===== config.mk =====
export PLATFORM = sky130hd
export DESIGN_NAME = latch_stage_skid
export DESIGN_NICKNAME = d
export VERILOG_FILES = /design/src/rtl/latch_stage_skid.sv
export SDC_FILE = /design/constraint.sdc
export NUM_CORES = 1
export LEC_CHECK = 0
export CAP_MARGIN = 20
export CORE_MARGIN = 2
export CORE_UTILIZATION = 43
export DETAILED_ROUTE_END_ITERATION = 8
export PLACE_DENSITY = 0.75
export RECOVER_POWER = 25
export SYNTH_ARGS = -nofsm -noshare
export SYNTH_HDL_FRONTEND = slang
export SYNTH_SLANG_ARGS = --single-unit

===== constraint.sdc =====
create_clock -name clock -period 1.26 [get_ports clock]
set_input_delay 0.189 -clock clock [delete_from_list [all_inputs] [get_ports clock]]
set_output_delay 0.189 -clock clock [all_outputs]
set_load 0.05 [all_outputs]

===== src/rtl/latch_stage_skid.sv =====
// Pipeline-stage register for the register-writeback bundle, with a valid/ready
// handshake and a two-entry skid buffer so the stage runs at full rate under back-pressure.
module latch_stage_skid #(
   parameter int DATA_WIDTH  = 32,
   parameter int ADDR_WIDTH  = 5,
   parameter int SUPPRESS_R0 = 1
) (
   input  logic                  clock,
   input  logic                  reset,
   input  logic                  flush,
   input  logic                  in_valid,
   output logic                  in_ready,
   input  logic                  in_write_enable,
   input  logic [ADDR_WIDTH-1:0] in_write_address,
   input  logic [DATA_WIDTH-1:0] in_write_data,
   output logic                  out_valid,
   input  logic                  out_ready,
   output logic                  out_write_enable,
   output logic [ADDR_WIDTH-1:0] out_write_address,
   output logic [DATA_WIDTH-1:0] out_write_data,
   output logic [1:0]            occupancy
);

   // state | meaning
   // EMPTY | no bundle held; outputs show the last bundle with enable forced low
   // ONE   | main entry holds the bundle being presented downstream
   // FULL  | main presented, skid holds the next bundle; upstream is stalled
   typedef enum logic [1:0] {
      EMPTY = 2'd0,
      ONE   = 2'd1,
      FULL  = 2'd2
   } state_t;

   state_t state, state_nxt;

   logic                  main_we, skid_we;
   logic [ADDR_WIDTH-1:0] main_addr, skid_addr;
   logic [DATA_WIDTH-1:0] main_data, skid_data;

   logic in_fire, out_fire, cap_we, addr_zero;
   logic load_main_in, load_main_skid, load_skid, clear_we;

   assign in_ready  = (state != FULL);
   assign out_valid = (state != EMPTY);
   assign in_fire   = in_valid & in_ready;
   assign out_fire  = out_valid & out_ready;

   // Writes to $zero are turned into no-ops at capture; address and data are kept intact.
   assign addr_zero = (in_write_address == '0);
   assign cap_we    = in_write_enable & ~((SUPPRESS_R0 != 0) & addr_zero);

   always_comb begin
      state_nxt      = state;
      load_main_in   = 1'b0;
      load_main_skid = 1'b0;
      load_skid      = 1'b0;
      clear_we       = 1'b0;
      if (flush) begin
         state_nxt = EMPTY;
         clear_we  = 1'b1;
      end else begin
         case (state)
            EMPTY: begin
               if (in_fire) begin
                  state_nxt    = ONE;
                  load_main_in = 1'b1;
               end
            end
            ONE: begin
               if (in_fire && !out_fire) begin
                  state_nxt = FULL;
                  load_skid = 1'b1;
               end else if (in_fire && out_fire) begin
                  load_main_in = 1'b1;
               end else if (out_fire) begin
                  state_nxt = EMPTY;
               end
            end
            FULL: begin
               if (out_fire) begin
                  state_nxt      = ONE;
                  load_main_skid = 1'b1;
               end
            end
            default: state_nxt = EMPTY;
         endcase
      end
   end

   always_ff @(posedge clock) begin
      if (reset) begin
         state     <= EMPTY;
         main_we   <= 1'b0;
         main_addr <= '0;
         main_data <= '0;
         skid_we   <= 1'b0;
         skid_addr <= '0;
         skid_data <= '0;
      end else begin
         state <= state_nxt;
         if (clear_we) begin
            main_we <= 1'b0;
            skid_we <= 1'b0;
         end else begin
            if (load_main_in) begin
               main_we   <= cap_we;
               main_addr <= in_write_address;
               main_data <= in_write_data;
            end else if (load_main_skid) begin
               main_we   <= skid_we;
               main_addr <= skid_addr;
               main_data <= skid_data;
            end
            if (load_skid) begin
               skid_we   <= cap_we;
               skid_addr <= in_write_address;
               skid_data <= in_write_data;
            end
         end
      end
   end

   // Address and data stay visible when idle; only the enable is qualified by valid.
   assign out_write_enable  = main_we & out_valid;
   assign out_write_address = main_addr;
   assign out_write_data    = main_data;
   assign occupancy         = state;

endmodule


==> qor.csv, run 1 <==
metric,value,unit
setup_violations,82,
cts_tree,done,
drt_pass1_iterations,4,
dpl.hpwl,5.61,mm
crit_type,register to register,
p_leak,2.08,nW
ant_nets,0,
critPathMaxFanout,13,
gp_congestion,0.747,
grt_usage,24.1,%
path_common_cell,buf_6,
wl_met1,4.64,mm
numCtsBuffers,9,
die_area,8040,sq um
synth_ff_type,dfxtp_1,
total_power,6.17,mW
routed-wl-met3,813,um
cts.sinks,78,
synth_edf_count,0,
rows,31,
cp.required,1.54,ns
dp_cells,544,
yosysWarnings,0,
final_core_util,80.3,%
grt_pass1_wl,14.9,mm
grt_overflow,0,
grt_max_degree,30,
yosys-top-cells-area,"dfxtp_1 49%, nand2_1 12%, a21oi_1 12%",
synthesis.area,3160,sq um
relSlewSlack,71.2,%
vias_per_cell,5.71,
failed_checks,setup timing,
ios,85,
grt_pass1_vias,3062,
insertion_delay,0.35,ns
outcome,finished with violations,
htree_levels,3,
synth_xor_xnor_area_share,0,%
p_per_area,1070,nW/um^2
max-vdd-ir-drop,1.10,mV
crit_path_cell_trace,"buf_6, nand2b_4, buf_6, nor3_4, buf_4, clkbuf_16, nand2_1, a21oi_1",
end_kind,register,
arrival,1.86,ns
yosysTopAreaCellShare,49.5,%
clock-root-buffer,clkbuf_8,
route.met2.wl,6.20,mm
slew_viol_final,0,
async_reset_ff_share,0,%
yosysUniqueCellTypes,32,
drcViolationCount,0,
synth_top_area_cell,dfxtp_1,
finalSetupTns,-15.96,ns
vias,3314,
core_area,7180,sq um
synth_nets,400,
nFillCells,385,
cap_violations,0,
rsz0062_at_grt,true,
seq_area_frac_synth,49.5,%
clock.fmax,0.632,GHz
post-route-min-period,1.58,ns
diodes,0,
pre_cts_ws,-0.552,ns
clk_pin_slew,0.08,ns
yosys.area_share.simple,18.4,%
cp_slowest_cell,dfxtp_4,
worst_setup_path_start_kind,register,
synth_common_cells,"104 x nand2_1, 78 x dfxtp_1, 76 x a21oi_1, 27 x a22oi_1, 12 x buf_6",
critical_path_buf_inv_count,4,
synth_seq_cells,78,
die_h,89.7,um
synth_compound_area_share,24.0,%
finalClockSkew,0.00843,ns
synth_mux_area_share,0.317,%
worst_slack,-0.323,ns
hold_violations,0,
port_buffers,84,
multi_input_area,1970,sq um
synth_top_family_by_area,compound AO/OA/AOI/OAI gates,
cpLargestDelayFamily,buffers and inverters,
final_cells,580,
seqCellArea,1570,sq um
area_delta_synth_final,82.5,%
routed_wl,12.1,mm
drive_above_1_share,57.2,%
nets,519,
wl_per_cell,20.9,um
synth.avg_cell_area,8.84,sq um
tightest_slew,0.432,ns
critical_path.max_stage_delay,0.35,ns
fin_crit_sh,126,%
die_w,89.7,um
antenna_found_initial,0,
initial_core_util,44.0,%
drt_iter0_drc,182,
yosysMostFrequentCell,nand2_1,
synthCells,357,
routed.top_layer,met4,
hp-class,input pin to register,
cts_buffer_depth,2,
yosys.area_share.adder,0,%
==> state kept, by name (all words and copies together) (netlist names) <==
register           cells
skid_we                1
occupancy              2
skid_addr              5
skid_data             32
out_write_data        32
main_we                1
out_write_address      5
==> path summary, 6_finish.rpt <==
| path | startpoint | to | slack, ns | cells past startpoint |
|---|---|---|---|---|
| setup / recovery | occupancy[1] | skid_data[23] | -0.32 | 8 |
| hold / removal | reset | occupancy[0] | 0.21 | 2 |
| setup reg to reg | occupancy[1] | skid_data[23] | -0.32 | 8 |
| hold reg to reg | out_write_data[29] | out_write_data[29] | 0.46 | 2 |
==> metal layers <==
metal  global-route usage [%]  vias up
li1                         -     1472
met5                        0        -
met3                     4.84       51
met4                     9.09        0
met1                     28.6     1619
met2                     42.6      172
==> cells by family after synthesis <==
| kind of cell | count (synthesis) |
|---|---|
| simple gates | 129 |
| compound gates | 119 |
| flops | 78 |
| buf+inv | 30 |
| mux | 1 |
==> cell type report <==
type | count | share of cell area [%]
Tap cell | 99 | 2.15
Clock inverter | 5 | 1.80
Inverter | 1 | 0.0652
Clock buffer | 11 | 2.65
Timing Repair Buffer | 137 | 31.9
Multi-Input combinational cell | 249 | 34.2
Sequential cell | 78 | 27.2
==> power breakdown <==
group	internal, mW	switching [mW]
combinational	0.537	0.608
clock	1.44	0.973
sequential	2.53	0.0802
==> layout by cell type, fill, tap and decap left out, types with 2 or more instances in the layout <==
cell / instances
buf_12: 40
clkbuf_8: 9
dlygate4sd2_1: 7
a21oi_4: 2
buf_4: 17
and2_4: 2
clkbuf_16: 5
a21oi_2: 50
nand2_1: 49
bufinv_16: 3
dfxtp_4: 2
nand2b_4: 3
clkdlybuf4s50_1: 34
buf_8: 5
nand2_4: 25
nand2_2: 40
a22oi_2: 31
a21oi_1: 25
buf_16: 3
dfxtp_1: 76
buf_6: 18
clkbuf_2: 8
a22oi_1: 7
==> stage by stage <==
step / area [sq um] / hold WS (ns)
4_1_cts: 5310 / 0.157
6_report: 5760 / 0.210
3_5_place_dp: 4620 / 0.445
2_1_floorplan: 3240 / 0.269
3_3_place_gp: 4620 / 0.438
5_1_grt: 5760 / 0.196
==> repair_timing <==
item / in CTS / in global routing
pin swaps: 32 / 37
setup buffers: 7 / 5
setup endpoints to repair: 79 / 83
hold buffers: 0 / 0
resized for setup: 93 / 113
gates cloned: 4 / 5
(Power assumes the default switching activity.)
==> run 2, diff against run 1 <==
- CAP_MARGIN: 20 -> default
==> results of run 2 <==
Final layout, timing and power as in run 1 (identical DEF).
==> run 3, diff against run 2 <==
- CAP_MARGIN: default -> 0
==> results of run 3 <==
Final layout, timing and power as in run 1 (identical DEF).
